===== src/rtl/multicycle_ctrl_if.sv =====
// Control/datapath bundle for the multicycle sequencer: instruction fields and status in, selects and strobes out.
// master = sequencer side, slave = datapath/memory side.
interface multicycle_ctrl_if #(
    parameter int OP_WIDTH       = 7,
    parameter int FUNCT3_WIDTH   = 3,
    parameter int ALU_CTRL_WIDTH = 3,
    parameter int IMM_SRC_WIDTH  = 2
);
    logic [OP_WIDTH-1:0]       op;
    logic [FUNCT3_WIDTH-1:0]   funct3;
    logic                      funct7_5;
    logic                      Zero;
    logic                      MemReady;
    logic                      PCWrite;
    logic                      AdrSrc;
    logic                      MemWrite;
    logic                      IRWrite;
    logic [1:0]                ResultSrc;
    logic [1:0]                ALUSrcA;
    logic [1:0]                ALUSrcB;
    logic [ALU_CTRL_WIDTH-1:0] ALUControl;
    logic [IMM_SRC_WIDTH-1:0]  ImmSrc;
    logic                      RegWrite;
    logic                      Retire;
    logic                      Trap;

    modport master (
        input  op, funct3, funct7_5, Zero, MemReady,
        output PCWrite, AdrSrc, MemWrite, IRWrite, ResultSrc, ALUSrcA, ALUSrcB,
               ALUControl, ImmSrc, RegWrite, Retire, Trap
    );

    modport slave (
        output op, funct3, funct7_5, Zero, MemReady,
        input  PCWrite, AdrSrc, MemWrite, IRWrite, ResultSrc, ALUSrcA, ALUSrcB,
               ALUControl, ImmSrc, RegWrite, Retire, Trap
    );
endinterface


===== src/rtl/multicycle_ctrl.sv =====
// RV32I multicycle control FSM: lw 5 cycles, sw/R/I/jal 4, branch 3; MemReady=0 stalls FETCH/MEMREAD/MEMWRITE one cycle each.
// Optional MULTICYCLE_BNE_EN adds bne in BRANCH; otherwise any non-beq branch traps.
module multicycle_ctrl #(
    parameter int OP_WIDTH       = 7,
    parameter int FUNCT3_WIDTH   = 3,
    parameter int ALU_CTRL_WIDTH = 3,
    parameter int IMM_SRC_WIDTH  = 2
) (
    input  logic                CLK,
    input  logic                RST,
    multicycle_ctrl_if.master   bus
);
    typedef enum logic [3:0] {
        S_FETCH, S_DECODE, S_MEMADR, S_MEMREAD, S_MEMWB, S_MEMWRITE,
        S_EXECUTER, S_EXECUTEI, S_ALUWB, S_BRANCH, S_JAL, S_TRAP
    } state_t;

    localparam logic [OP_WIDTH-1:0] OP_LOAD   = OP_WIDTH'(7'b0000011);
    localparam logic [OP_WIDTH-1:0] OP_STORE  = OP_WIDTH'(7'b0100011);
    localparam logic [OP_WIDTH-1:0] OP_RTYPE  = OP_WIDTH'(7'b0110011);
    localparam logic [OP_WIDTH-1:0] OP_ITYPE  = OP_WIDTH'(7'b0010011);
    localparam logic [OP_WIDTH-1:0] OP_BRANCH = OP_WIDTH'(7'b1100011);
    localparam logic [OP_WIDTH-1:0] OP_JAL    = OP_WIDTH'(7'b1101111);

    localparam logic [FUNCT3_WIDTH-1:0] F3_ADD = FUNCT3_WIDTH'(3'b000);
    localparam logic [FUNCT3_WIDTH-1:0] F3_BNE = FUNCT3_WIDTH'(3'b001);
    localparam logic [FUNCT3_WIDTH-1:0] F3_SLT = FUNCT3_WIDTH'(3'b010);
    localparam logic [FUNCT3_WIDTH-1:0] F3_OR  = FUNCT3_WIDTH'(3'b110);
    localparam logic [FUNCT3_WIDTH-1:0] F3_AND = FUNCT3_WIDTH'(3'b111);

    localparam logic [ALU_CTRL_WIDTH-1:0] ALU_ADD = ALU_CTRL_WIDTH'(3'b000);
    localparam logic [ALU_CTRL_WIDTH-1:0] ALU_SUB = ALU_CTRL_WIDTH'(3'b001);
    localparam logic [ALU_CTRL_WIDTH-1:0] ALU_AND = ALU_CTRL_WIDTH'(3'b010);
    localparam logic [ALU_CTRL_WIDTH-1:0] ALU_OR  = ALU_CTRL_WIDTH'(3'b011);
    localparam logic [ALU_CTRL_WIDTH-1:0] ALU_SLT = ALU_CTRL_WIDTH'(3'b101);

    state_t state_q, state_d;

    logic                      pc_write, adr_src, mem_write, ir_write, reg_write, retire, trap;
    logic [1:0]                result_src, alu_src_a, alu_src_b;
    logic [ALU_CTRL_WIDTH-1:0] alu_control, alu_funct;
    logic [IMM_SRC_WIDTH-1:0]  imm_src;
    logic                      funct_ok, branch_ok;

    always_ff @(posedge CLK) begin
        if (!RST) state_q <= S_FETCH;
        else      state_q <= state_d;
    end

    always_comb begin
        alu_funct = ALU_ADD;
        funct_ok  = 1'b1;
        case (bus.funct3)
            F3_ADD:  alu_funct = (bus.op[5] && bus.funct7_5) ? ALU_SUB : ALU_ADD;
            F3_SLT:  alu_funct = ALU_SLT;
            F3_OR:   alu_funct = ALU_OR;
            F3_AND:  alu_funct = ALU_AND;
            default: funct_ok  = 1'b0;
        endcase
    end

`ifdef MULTICYCLE_BNE_EN
    assign branch_ok = (bus.funct3 == F3_ADD) || (bus.funct3 == F3_BNE);
`else
    assign branch_ok = (bus.funct3 == F3_ADD);
`endif

    always_comb begin
        imm_src = IMM_SRC_WIDTH'(2'b00);
        case (bus.op)
            OP_STORE:  imm_src = IMM_SRC_WIDTH'(2'b01);
            OP_BRANCH: imm_src = IMM_SRC_WIDTH'(2'b10);
            OP_JAL:    imm_src = IMM_SRC_WIDTH'(2'b11);
            default:   imm_src = IMM_SRC_WIDTH'(2'b00);
        endcase
    end

    always_comb begin
        state_d     = state_q;
        pc_write    = 1'b0;
        adr_src     = 1'b0;
        mem_write   = 1'b0;
        ir_write    = 1'b0;
        reg_write   = 1'b0;
        retire      = 1'b0;
        trap        = 1'b0;
        result_src  = 2'b00;
        alu_src_a   = 2'b00;
        alu_src_b   = 2'b00;
        alu_control = ALU_ADD;
        case (state_q)
            S_FETCH: begin
                alu_src_b  = 2'b10;
                result_src = 2'b10;
                if (bus.MemReady) begin
                    ir_write = 1'b1;
                    pc_write = 1'b1;
                    state_d  = S_DECODE;
                end
            end
            S_DECODE: begin
                // Precompute OldPC + imm so BRANCH can load PC from ALUOut.
                alu_src_a = 2'b01;
                alu_src_b = 2'b01;
                case (bus.op)
                    OP_LOAD, OP_STORE: state_d = S_MEMADR;
                    OP_RTYPE:          state_d = S_EXECUTER;
                    OP_ITYPE:          state_d = S_EXECUTEI;
                    OP_BRANCH:         state_d = branch_ok ? S_BRANCH : S_TRAP;
                    OP_JAL:            state_d = S_JAL;
                    default:           state_d = S_TRAP;
                endcase
            end
            S_MEMADR: begin
                alu_src_a = 2'b10;
                alu_src_b = 2'b01;
                state_d   = bus.op[5] ? S_MEMWRITE : S_MEMREAD;
            end
            S_MEMREAD: begin
                adr_src = 1'b1;
                if (bus.MemReady) state_d = S_MEMWB;
            end
            S_MEMWB: begin
                result_src = 2'b01;
                reg_write  = 1'b1;
                retire     = 1'b1;
                state_d    = S_FETCH;
            end
            S_MEMWRITE: begin
                adr_src   = 1'b1;
                mem_write = 1'b1;
                if (bus.MemReady) begin
                    retire  = 1'b1;
                    state_d = S_FETCH;
                end
            end
            S_EXECUTER: begin
                alu_src_a   = 2'b10;
                alu_src_b   = 2'b00;
                alu_control = alu_funct;
                state_d     = funct_ok ? S_ALUWB : S_TRAP;
            end
            S_EXECUTEI: begin
                alu_src_a   = 2'b10;
                alu_src_b   = 2'b01;
                alu_control = alu_funct;
                state_d     = funct_ok ? S_ALUWB : S_TRAP;
            end
            S_ALUWB: begin
                reg_write = 1'b1;
                retire    = 1'b1;
                state_d   = S_FETCH;
            end
            S_BRANCH: begin
                alu_src_a   = 2'b10;
                alu_control = ALU_SUB;
                retire      = 1'b1;
                if (bus.funct3 == F3_ADD) pc_write = bus.Zero;
`ifdef MULTICYCLE_BNE_EN
                else if (bus.funct3 == F3_BNE) pc_write = ~bus.Zero;
`endif
                state_d = S_FETCH;
            end
            S_JAL: begin
                alu_src_a = 2'b01;
                alu_src_b = 2'b10;
                pc_write  = 1'b1;
                state_d   = S_ALUWB;
            end
            S_TRAP: begin
                trap = 1'b1;
            end
            default: state_d = S_FETCH;
        endcase
    end

    // Reset gates every output combinationally so a stalled store drops MemWrite at once.
    assign bus.PCWrite    = RST & pc_write;
    assign bus.AdrSrc     = RST & adr_src;
    assign bus.MemWrite   = RST & mem_write;
    assign bus.IRWrite    = RST & ir_write;
    assign bus.RegWrite   = RST & reg_write;
    assign bus.Retire     = RST & retire;
    assign bus.Trap       = RST & trap;
    assign bus.ResultSrc  = RST ? result_src  : 2'b00;
    assign bus.ALUSrcA    = RST ? alu_src_a   : 2'b00;
    assign bus.ALUSrcB    = RST ? alu_src_b   : 2'b00;
    assign bus.ALUControl = RST ? alu_control : '0;
    assign bus.ImmSrc     = RST ? imm_src     : '0;
endmodule


===== src/flat_wrapper.sv =====
// flat-port wrapper written by rule: the top's interface ports become plain ports
module multicycle_ctrl_flat 
#(
    parameter int OP_WIDTH       = 7,
    parameter int FUNCT3_WIDTH   = 3,
    parameter int ALU_CTRL_WIDTH = 3,
    parameter int IMM_SRC_WIDTH  = 2
)
  (CLK, RST, bus_op, bus_funct3, bus_funct7_5, bus_Zero, bus_MemReady, bus_PCWrite, bus_AdrSrc, bus_MemWrite, bus_IRWrite, bus_ResultSrc, bus_ALUSrcA, bus_ALUSrcB, bus_ALUControl, bus_ImmSrc, bus_RegWrite, bus_Retire, bus_Trap);
  multicycle_ctrl_if #(.OP_WIDTH(OP_WIDTH), .FUNCT3_WIDTH(FUNCT3_WIDTH), .ALU_CTRL_WIDTH(ALU_CTRL_WIDTH), .IMM_SRC_WIDTH(IMM_SRC_WIDTH)) bus_i ();
  input  logic CLK;
  input  logic RST;
  input wire logic [$bits(bus_i.op)-1:0] bus_op;
  input wire logic [$bits(bus_i.funct3)-1:0] bus_funct3;
  input wire logic [$bits(bus_i.funct7_5)-1:0] bus_funct7_5;
  input wire logic [$bits(bus_i.Zero)-1:0] bus_Zero;
  input wire logic [$bits(bus_i.MemReady)-1:0] bus_MemReady;
  output wire logic [$bits(bus_i.PCWrite)-1:0] bus_PCWrite;
  output wire logic [$bits(bus_i.AdrSrc)-1:0] bus_AdrSrc;
  output wire logic [$bits(bus_i.MemWrite)-1:0] bus_MemWrite;
  output wire logic [$bits(bus_i.IRWrite)-1:0] bus_IRWrite;
  output wire logic [$bits(bus_i.ResultSrc)-1:0] bus_ResultSrc;
  output wire logic [$bits(bus_i.ALUSrcA)-1:0] bus_ALUSrcA;
  output wire logic [$bits(bus_i.ALUSrcB)-1:0] bus_ALUSrcB;
  output wire logic [$bits(bus_i.ALUControl)-1:0] bus_ALUControl;
  output wire logic [$bits(bus_i.ImmSrc)-1:0] bus_ImmSrc;
  output wire logic [$bits(bus_i.RegWrite)-1:0] bus_RegWrite;
  output wire logic [$bits(bus_i.Retire)-1:0] bus_Retire;
  output wire logic [$bits(bus_i.Trap)-1:0] bus_Trap;
  assign bus_i.op = bus_op;
  assign bus_i.funct3 = bus_funct3;
  assign bus_i.funct7_5 = bus_funct7_5;
  assign bus_i.Zero = bus_Zero;
  assign bus_i.MemReady = bus_MemReady;
  assign bus_PCWrite = bus_i.PCWrite;
  assign bus_AdrSrc = bus_i.AdrSrc;
  assign bus_MemWrite = bus_i.MemWrite;
  assign bus_IRWrite = bus_i.IRWrite;
  assign bus_ResultSrc = bus_i.ResultSrc;
  assign bus_ALUSrcA = bus_i.ALUSrcA;
  assign bus_ALUSrcB = bus_i.ALUSrcB;
  assign bus_ALUControl = bus_i.ALUControl;
  assign bus_ImmSrc = bus_i.ImmSrc;
  assign bus_RegWrite = bus_i.RegWrite;
  assign bus_Retire = bus_i.Retire;
  assign bus_Trap = bus_i.Trap;
  multicycle_ctrl #(.OP_WIDTH(OP_WIDTH), .FUNCT3_WIDTH(FUNCT3_WIDTH), .ALU_CTRL_WIDTH(ALU_CTRL_WIDTH), .IMM_SRC_WIDTH(IMM_SRC_WIDTH)) u_core (.CLK(CLK), .RST(RST), .bus(bus_i));
endmodule

===== config.mk =====
export PLATFORM = sky130hd
export DESIGN_NAME = multicycle_ctrl_flat
export DESIGN_NICKNAME = d
export VERILOG_FILES = /design/src/rtl/multicycle_ctrl_if.sv /design/src/rtl/multicycle_ctrl.sv /design/src/flat_wrapper.sv
export SDC_FILE = /design/constraint.sdc
export NUM_CORES = 1
export LEC_CHECK = 0
export BUFFER_PORTS_ARGS = -buffer_cell sky130_fd_sc_hd__buf_2
export CELL_PAD_IN_SITES_DETAIL_PLACEMENT = 0
export CELL_PAD_IN_SITES_GLOBAL_PLACEMENT = 1
export CORE_MARGIN = 2
export CORE_UTILIZATION = 28
export CTS_CLUSTER_DIAMETER = 50
export DETAILED_ROUTE_END_ITERATION = 7
export PLACE_DENSITY_LB_ADDON = 0.25
export SYNTH_ARGS = -nofsm -noshare
export SYNTH_HDL_FRONTEND = slang
export SYNTH_SLANG_ARGS = --single-unit

===== constraint.sdc =====
create_clock -name CLK -period 1.5 [get_ports CLK]
set_input_delay 0 -clock CLK [delete_from_list [all_inputs] [get_ports CLK]]
set_output_delay 0 -clock CLK [all_outputs]
set_load 0.05 [all_outputs]

==> results.sh, run 1 <==
export IMPL_status="finished clean"
export IMPL_reg2reg_from="u_core.state_q[2]"
export IMPL_synth_edf_count=0
export IMPL_clock_root_buffer="clkbuf_4"
export IMPL_setup_slack_ps=1.41
export IMPL_yosysMostFrequentCell="nor2_1"
export IMPL_top_regs="u_core.state_q (4)"
export IMPL_setup_viol=0
export IMPL_seqPwrFrac_pct=13.5
export IMPL_cts_hold_buf=0
export IMPL_synth_distinct_cells=35
export IMPL_cp_cell_sequence="nand3b_1 -> or3_4 -> a21boi_4 -> buf_6"
export IMPL_top_usage_layer="met2"
export IMPL_finalPower_w=0.00163
export IMPL_required_ps=1500
export IMPL_p_switching_w=0.000864
export IMPL_drt_antenna_violating_nets=0
export IMPL_met1_usage_pct=20.2
export IMPL_power_density_nw_per_um2=1550
export IMPL_ys_top_cells_by_count="nor2_1, nand2_1, nand2b_1"
export IMPL_drv_slew=0
export IMPL_firstDrtPassIters=4
export IMPL_synthCells=102
export IMPL_use_met3_pct=1.46
export IMPL_worst_setup_path_end_kind="output port"
export IMPL_initial_utilization_pct=29.1
export IMPL_num_antenna_cells=0
export IMPL_synth_warning_count=0
export IMPL_grt_pass1_wl_mm=3.33
export IMPL_synth_seq_cells=4
export IMPL_whs_endpoint="u_core.state_q[3]"
export IMPL_p_int_w=0.000765
export IMPL_clk_latency_ps=230
export IMPL_regMostFlops="u_core.state_q"
export IMPL_crit_path_start_kind="flop"
export IMPL_final_nets=161
export IMPL_synth_area_um2=631
export IMPL_critPathKind="flop to output port"
export IMPL_leakage_nw=0.495
export IMPL_grt_pass1_vias=811
export IMPL_area_delta_synth_final_pct=67.1
export IMPL_grt_max_degree=17
export IMPL_die_x_um=51.5
export IMPL_cts_sinks=4
export IMPL_cts_buffers=3
export IMPL_fmax_ghz=0.667
export IMPL_timing_rr_end="u_core.state_q[0]"
export IMPL_synth_main_ff_cell="dfxtp_1"
export IMPL_antenna_found_initial=0
export IMPL_relSlewSlack_pct=74.0
export IMPL_synth_top_area_share_pct=12.7
export IMPL_synth_largest_area_cell="dfxtp_1"
export IMPL_cp_arrival_ps=1500
export IMPL_wl_mm=2.17
export IMPL_rr_worst_depth=5
export IMPL_largest_reg_flops=4
export IMPL_slowest_stage="or3_4"
export IMPL_place_hpwl_mm=1.65
export IMPL_drive_gt1_share_pct=48.6
export IMPL_yosysSeqAreaShare_pct=12.7
export IMPL_synth_nets=117
export IMPL_vias=855
export IMPL_cts_tree="yes"
export IMPL_rows=17
export IMPL_finalCritPeriodShare_pct=99.9
export IMPL_slowest_delay_ps=410
export IMPL_path_clk_slew_ps=40
export IMPL_dp_worst_setup_slack_ps=43.3
export IMPL_min_from="RST"
export IMPL_dieHeight_um=51.5
export IMPL_pwr_share_comb_pct=78.1
export IMPL_regToRegSetupSlack_ps=90
export IMPL_routabilityCongestion=0.857
export IMPL_clkPwrFrac_pct=8.4
export IMPL_crit_fanout=7
export IMPL_hold_viol=0
export IMPL_grt_use_total_pct=16.2
export IMPL_holdPathStages=3
export IMPL_drt_iter0_markers=21
export IMPL_fin_skew_ps=2.24
export IMPL_vdd_ir_drop_max_mv=0.811
export IMPL_synth_area_top_cells="dfxtp_1, nor2_1, nand2b_1, nor2b_1, nand2_1"
export IMPL_coreArea_um2=2170
export IMPL_post_route_min_period_ps=1500
export IMPL_p_sw_share_pct=53.0
export IMPL_wl_per_cell_um=12.6
export IMPL_syn_avg_cell_area_um2=6.18
export IMPL_ios=33
export IMPL_maxCapViolCount=0
export IMPL_cts_htree_levels=1
export IMPL_via_per_inst=4.97
export IMPL_io_buffers=32
export IMPL_synthArstFlopShare_pct=0
export IMPL_worst_pin_slew_ps=387
export IMPL_fp_dieArea_um2=2650
export IMPL_drc=0
export IMPL_cts_path_max_buffers=2
export IMPL_hp_class="input port to flop"
export IMPL_grt_ovfl_total=0
export IMPL_grt_setup_unrepaired="yes"
export IMPL_met2_usage_pct=28.6
[routing by layer]
layer,vias to the layer above,wire length [um]
met5,-,0
met4,0,0
met3,0,86
met2,22,1100
met1,390,983
li1,443,-
[metrics by stage]
stage               TNS (ps)  cell area, um2  cells  util [%]  hold WS, ps
floorplan               -436             693    102         -         67.3
finish                     0            1050    172      48.6          133
global route            -114            1050    172      48.6          150
CTS                        0            1010    170      46.8          129
detailed placement         0             945    167      43.5          383
global placement           0             945    167      43.5          371
[logic make-up (layout without fill, tap and decap cells)]
logic type / count (synthesis) / in the layout / share of synthesized area (%)
XOR/XNOR: 2 / 2 / 2.78
flip-flops: 4 / 4 / 12.7
multiplexers: 1 / 1 / 1.59
AO/OA/AOI/OAI: 20 / 20 / 21.8
AND/OR/NAND/NOR: 66 / 66 / 55.2
buffers and inverters: 9 / 51 / 5.95
[what timing repair did]
action | in CTS | in global routing
buffers inserted | 0 | 2
pin swaps | 1 | 2
resized for setup | 15 | 11
setup endpoints to repair | 5 | 9
[critical path: cells and delay by family (launching register included)]
kind | cells | cell delay, ps
and+or+nand+nor | 2 | 600
DFF | 1 | 360
buffers and inverters | 1 | 170
AOI/OAI and AO/OA | 1 | 130
[placed cells by master, fill, tap and decap left out, types with 3 or more instances in the layout]
master / n
nor2_1: 14
buf_6: 5
nand2b_1: 7
a21oi_1: 3
clkbuf_4: 3
inv_1: 3
nand2_1: 10
nor2_2: 3
and3_1: 3
nor2b_1: 6
o21ai_0: 4
nor3_2: 4
buf_2: 27
buf_4: 13
nor3_1: 3
dfxtp_4: 3
[power by group through the flow]
stage               registers, W  clock network [W]  logic (W)
floorplan               0.000167                  0   0.000851
CTS                     0.000211           0.000143    0.00120
detailed placement      0.000208                  0    0.00114
finish                  0.000220           0.000137    0.00127
global route            0.000229           0.000145    0.00138
global placement        0.000208                  0    0.00113
[layout make-up]
cell class	count	area, um2
repair buffers	45	289
well taps	28	35.0
flip-flops and latches	4	92.6
fillers	240	1120
clock buffers	3	22.5
multi-input cells	89	603
inverters	3	11.3
[how the worst max path moves through the flow]
stage,start,slack (ps),endpoint
2_1_floorplan,u_core.state_q[2],-330,bus_IRWrite
3_3_place_gp,u_core.state_q[2],20,u_core.state_q[0]
3_5_place_dp,u_core.state_q[2],40,u_core.state_q[0]
4_1_cts,u_core.state_q[0],9,bus_PCWrite
5_1_grt,u_core.state_q[3],-50,bus_ALUControl[0]
6_report,u_core.state_q[3],1,bus_ALUControl[0]
Note: power is estimated with default switching activity, not from simulation.
==> inputs of run 2 (changes only) <==
==> constraint.sdc (replaced) <==
create_clock -name CLK -period 1.5 [get_ports CLK]
set_input_delay 0.3 -clock CLK [delete_from_list [all_inputs] [get_ports CLK]]
set_output_delay 0.3 -clock CLK [all_outputs]
set_load 0.05 [all_outputs]
==> run 2 against run 1 <==
  * The run now ends with negative setup slack left
  * Core utilization grew 19 points
  * Worst setup slack worse by 220 ps
  * Die area stayed put
  * Register-to-register slack worse by 160 ps
  * Final cell count rose by 12%
  * Flip-flop and latch count stayed put
  * Non-clock buffer count grew 20
  * Via count up 11%
==> results.sh, run 2 (same netlist as run 1, synthesis figures left out) <==
export IMPL_vdd_ir_drop_max_mv=0.866
export IMPL_maxCapViolCount=0
export IMPL_layout_common_cells="buf_4, buf_6, buf_2"
export IMPL_cp_cell_sequence="nand3b_1 -> or3_4 -> a21boi_4 -> buf_6"
export IMPL_hold_viol=0
export IMPL_num_antenna_cells=0
export IMPL_ios=33
export IMPL_grt_ovfl_total=0
export IMPL_setup_viol=18
export IMPL_fp_dieArea_um2=2650
export IMPL_timing_rr_end="u_core.state_q[0]"
export IMPL_grt_pass1_wl_mm=3.88
export IMPL_regToRegSetupSlack_ps=-70
export IMPL_grt_max_degree=11
export IMPL_cts_path_max_buffers=2
export IMPL_critPathKind="flop to output port"
export IMPL_drv_slew=0
export IMPL_power_density_nw_per_um2=1420
export IMPL_slowest_stage="or3_4"
export IMPL_rows=17
export IMPL_worst_setup_path_end_kind="output port"
export IMPL_initial_utilization_pct=29.1
export IMPL_cts_sinks=4
export IMPL_drt_iter0_markers=14
export IMPL_regMostFlops="u_core.state_q"
export IMPL_die_x_um=51.5
export IMPL_cp_top_family="simple AND/OR/NAND/NOR gates"
export IMPL_grt_setup_unrepaired="yes"
export IMPL_clock_root_buffer="clkbuf_4"
export IMPL_final_common_cell="buf_4"
export IMPL_wl_per_cell_um=12.4
export IMPL_worst_pin_slew_ps=298
export IMPL_drt_antenna_violating_nets=0
export IMPL_finalCritPeriodShare_pct=115
export IMPL_rr_worst_depth=6
export IMPL_final_nets=181
export IMPL_firstDrtPassIters=6
export IMPL_leakage_nw=0.641
export IMPL_slowest_delay_ps=390
export IMPL_grt_pass1_vias=920
export IMPL_largest_reg_flops=4
export IMPL_violations="negative setup slack"
export IMPL_grt_use_total_pct=19.2
export IMPL_n_fill_cell=172
export IMPL_vias=947
export IMPL_area_delta_synth_final_pct=134
export IMPL_reg2reg_from="u_core.state_q[2]"
export IMPL_wl_mm=2.38
export IMPL_cts_htree_levels=1
export IMPL_path_clk_slew_ps=40
export IMPL_crit_fanout=7
export IMPL_via_per_inst=4.93
export IMPL_drc=0
export IMPL_coreArea_um2=2170
export IMPL_status="finished with violations"
export IMPL_cts_tree="yes"
export IMPL_crit_path_start_kind="flop"
export IMPL_post_route_min_period_ps=1720
export IMPL_clk_latency_ps=250
export IMPL_place_hpwl_mm=1.79
export IMPL_holdWs_ps=498
export IMPL_fin_skew_ps=7.08
export IMPL_io_buffers=32
export IMPL_antenna_found_initial=0
export IMPL_whs_endpoint="u_core.state_q[0]"
export IMPL_drive_gt1_share_pct=67.1
export IMPL_cts_buffers=3
export IMPL_required_ps=1200
export IMPL_dieHeight_um=51.5
export IMPL_setup_slack_ps=-221
export IMPL_cp_arrival_ps=1420
export IMPL_cp_buffers_inverters=1
export IMPL_min_from="bus_MemReady"
export IMPL_fmax_ghz=0.581
export IMPL_routabilityCongestion=0.814
export IMPL_relSlewSlack_pct=80.0
export IMPL_hp_class="input port to flop"
export IMPL_finalPower_w=0.00209
export IMPL_holdPathStages=3
export IMPL_top_regs="u_core.state_q (4)"
[run 2: changes by cell type in the layout (fill, tap and decap cells not counted), moves of 4 or more]
cell and delta:
buf_2 -14, nor2_1 -6, buf_4 +18, nor3_4 +4, nor3_2 -4, nor2_4 +5, buf_6 +12
[run 2: repair_timing]
| item | CTS | global route |
|---|---|---|
| setup endpoints to repair | 19 | 20 |
| hold buffers | 0 | 0 |
| hold endpoints to repair | 0 | 0 |
| setup buffers | 0 | 2 |
| gates resized for setup | 53 | 24 |
| pin swaps | 7 | 9 |
[run 2: worst max-delay path by stage]
stage                 startpoint                end  slack [ps]  cells after the start
3_5_place_dp       bus_funct3[2]        bus_PCWrite        -250                      6
6_report       u_core.state_q[1]  bus_ALUControl[0]        -220                      4
2_1_floorplan  u_core.state_q[3]  bus_ALUControl[0]        -260                      4
3_3_place_gp       bus_funct3[2]        bus_PCWrite        -190                      6
5_1_grt        u_core.state_q[2]  bus_ALUControl[0]        -300                      6
4_1_cts        u_core.state_q[2]  bus_ALUControl[0]        -210                      6
[run 2: metal layers]
metal | vias up | GRT usage (%) | part of all wire [%]
met1 | 447 | 25.5 | 45
met4 | 0 | 3.95 | 0.80
met3 | 2 | 1.75 | 1.5
met2 | 12 | 33.5 | 52
met5 | - | 0 | 0
li1 | 486 | - | -
[run 2: final cells by class]
class / instances / area, um2 / share of cell area, %
tap: 28 / 35.0 / 2.37
inverter: 3 / 11.3 / 0.763
multi-input combinational: 89 / 777 / 52.6
clock buffer: 3 / 22.5 / 1.53
sequential: 4 / 88.8 / 6.02
timing repair buffer: 65 / 542 / 36.7
[run 2: power breakdown]
part / switching [W] / internal [W] / total [W]
registers: 0.0000454 / 0.000150 / 0.000195
clock network: 0.0000529 / 0.0000901 / 0.000143
logic: 0.000982 / 0.000769 / 0.00175
[run 2: per-stage QoR]
step	util [%]	TNS (ps)	instances	setup slack [ps]	area (um2)
5_1_grt	68.1	-3540	192	-301	1480
6_report	68.1	-2590	192	-221	1480
2_1_floorplan	-	-1090	102	-263	785
3_3_place_gp	53.9	-939	187	-188	1170
4_1_cts	63.0	-2480	190	-211	1370
3_5_place_dp	53.9	-1140	187	-247	1170
[run 2: worst min-delay path: stages]
cell and delay (ps):
buf_2 150, o22a_1 180, o22ai_2 70
==> inputs of run 3 (changes only) <==
--- a/config.mk
+++ b/config.mk
@@ -13,6 +13,7 @@
 export CTS_CLUSTER_DIAMETER = 50
 export DETAILED_ROUTE_END_ITERATION = 7
 export PLACE_DENSITY_LB_ADDON = 0.25
+export SETUP_SLACK_MARGIN = 0.2
 export SYNTH_ARGS = -nofsm -noshare
 export SYNTH_HDL_FRONTEND = slang
 export SYNTH_SLANG_ARGS = --single-unit
==> run 3 against run 2 <==
  * The run still ends with negative setup slack left
  * Maximum frequency grew 0.36%
  * Sequential power grew 13%
  * Count of clock-buffer cells in the layout is the same
  * Core utilization grew 11 points
  * Largest power group unchanged
  * Flip-flop and latch count is the same
  * Combinational power grew 21%
  * Critical endpoint unchanged
  * Global-route usage grew 3.0 points
==> results.sh, run 3 (same netlist as run 1, synthesis figures left out) <==
export IMPL_whs_endpoint="u_core.state_q[0]"
export IMPL_grt_pass1_vias=1043
export IMPL_drt_antenna_violating_nets=0
export IMPL_ios=33
export IMPL_coreArea_um2=2170
export IMPL_drv_slew=0
export IMPL_timing_rr_end="u_core.state_q[0]"
export IMPL_holdPathStages=3
export IMPL_fp_dieArea_um2=2650
export IMPL_top_regs="u_core.state_q (4)"
export IMPL_drive_gt1_share_pct=73.6
export IMPL_regToRegSetupSlack_ps=-90
export IMPL_min_from="bus_MemReady"
export IMPL_layout_common_cells="buf_4, buf_6, buf_2"
export IMPL_hold_viol=0
export IMPL_firstDrtPassIters=4
export IMPL_fin_skew_ps=10.2
export IMPL_crit_fanout=6
export IMPL_grt_ovfl_total=0
export IMPL_cts_htree_levels=1
export IMPL_setup_slack_ps=-215
export IMPL_hp_class="input port to flop"
export IMPL_crit_path_start_kind="flop"
export IMPL_die_x_um=51.5
export IMPL_cts_sinks=4
export IMPL_wl_mm=2.75
export IMPL_regMostFlops="u_core.state_q"
export IMPL_leakage_nw=0.744
export IMPL_final_nets=195
export IMPL_dp_cells=191
export IMPL_grt_max_degree=8
export IMPL_worst_pin_slew_ps=325
export IMPL_reg2reg_from="u_core.state_q[1]"
export IMPL_vdd_ir_drop_max_mv=0.957
export IMPL_setup_viol=17
export IMPL_drt_iter0_markers=8
export IMPL_place_hpwl_mm=1.91
export IMPL_multi_input_area_um2=830
export IMPL_clock_root_buffer="clkbuf_4"
export IMPL_wl_per_cell_um=13.3
export IMPL_critPathKind="flop to output port"
export IMPL_grt_use_total_pct=22.2
export IMPL_relSlewSlack_pct=78.1
export IMPL_maxCapViolCount=0
export IMPL_path_clk_slew_ps=40
export IMPL_cp_arrival_ps=1420
export IMPL_fin_area_um2=1710
export IMPL_worst_setup_path_end_kind="output port"
export IMPL_routabilityCongestion=0.811
export IMPL_ff_latch_area_um2=92.6
export IMPL_antenna_found_initial=0
export IMPL_largest_reg_flops=4
export IMPL_area_delta_synth_final_pct=171
export IMPL_cts_hold_buf=0
export IMPL_io_buffers=32
export IMPL_cts_tree="yes"
export IMPL_drc=0
export IMPL_num_antenna_cells=0
export IMPL_dieHeight_um=51.5
export IMPL_finalPower_w=0.00248
export IMPL_vias=1004
export IMPL_clk_latency_ps=240
export IMPL_grt_pass1_wl_mm=4.51
export IMPL_cts_path_max_buffers=2
export IMPL_rr_worst_depth=7
export IMPL_grt_setup_unrepaired="yes"
export IMPL_n_fill_cell=138
export IMPL_final_util_pct=78.8
export IMPL_final_common_cell="buf_4"
export IMPL_placed_cell_area_um2=1240
export IMPL_fmax_ghz=0.583
export IMPL_final_cells=206
export IMPL_initial_utilization_pct=29.1
export IMPL_via_per_inst=4.87
export IMPL_status="finished with violations"
export IMPL_post_route_min_period_ps=1720
export IMPL_required_ps=1200
export IMPL_rows=17
export IMPL_violations="negative setup slack"
export IMPL_power_density_nw_per_um2=1450
export IMPL_tns_ps=-2150
export IMPL_cts_buffers=3
export IMPL_finalCritPeriodShare_pct=114
[run 3: cell type report]
cell class                      instances  share of cell area (%)
Sequential cell                         4                    5.42
Clock buffer                            3                    1.32
Inverter                                3                   0.659
Timing Repair Buffer                   79                    42.0
Tap cell                               28                    2.05
Multi-Input combinational cell         89                    48.5
[run 3: power by group]
part | switching [W] | internal, W | total [W]
clock network | 0.0000490 | 0.0000898 | 0.000139
logic | 0.00108 | 0.00104 | 0.00212
registers | 0.0000641 | 0.000156 | 0.000220
total | 0.00119 | 0.00129 | 0.00248
[run 3: timing repair]
item,CTS,global route
buffers inserted,8,4
resized for setup,75,17
pin swaps,16,8
setup endpoints to repair,20,22
[run 3: worst max path at each step]
stage,cells after the start,start,end
floorplan,4,u_core.state_q[3],bus_ALUControl[0]
global placement,6,bus_funct3[2],bus_PCWrite
detailed placement,6,bus_funct3[2],bus_PCWrite
CTS,4,u_core.state_q[2],bus_ALUControl[0]
global route,4,u_core.state_q[2],bus_ALUControl[0]
finish,4,u_core.state_q[1],bus_ALUControl[0]
[run 3: critical path, cell delays in order, from the launching register on]
cell      delay, ps
dfxtp_4         380
nand3b_1        100
or3_4           390
a21boi_4        130
buf_6           160
[run 3: routing by layer]
layer	routed length, um	GRT usage [%]	up-vias
met2	1540	41.2	22
met3	78	2.92	4
met5	0	0	-
met1	1110	26.8	467
li1	-	-	511
met4	25	4.82	0
[run 3: per-stage QoR]
stage,hold WS (ps),worst slack [ps]
after floorplan,541,-263
after global placement,584,-169
after detailed placement,617,-208
after CTS,437,-205
after global routing,460,-266
final,445,-215
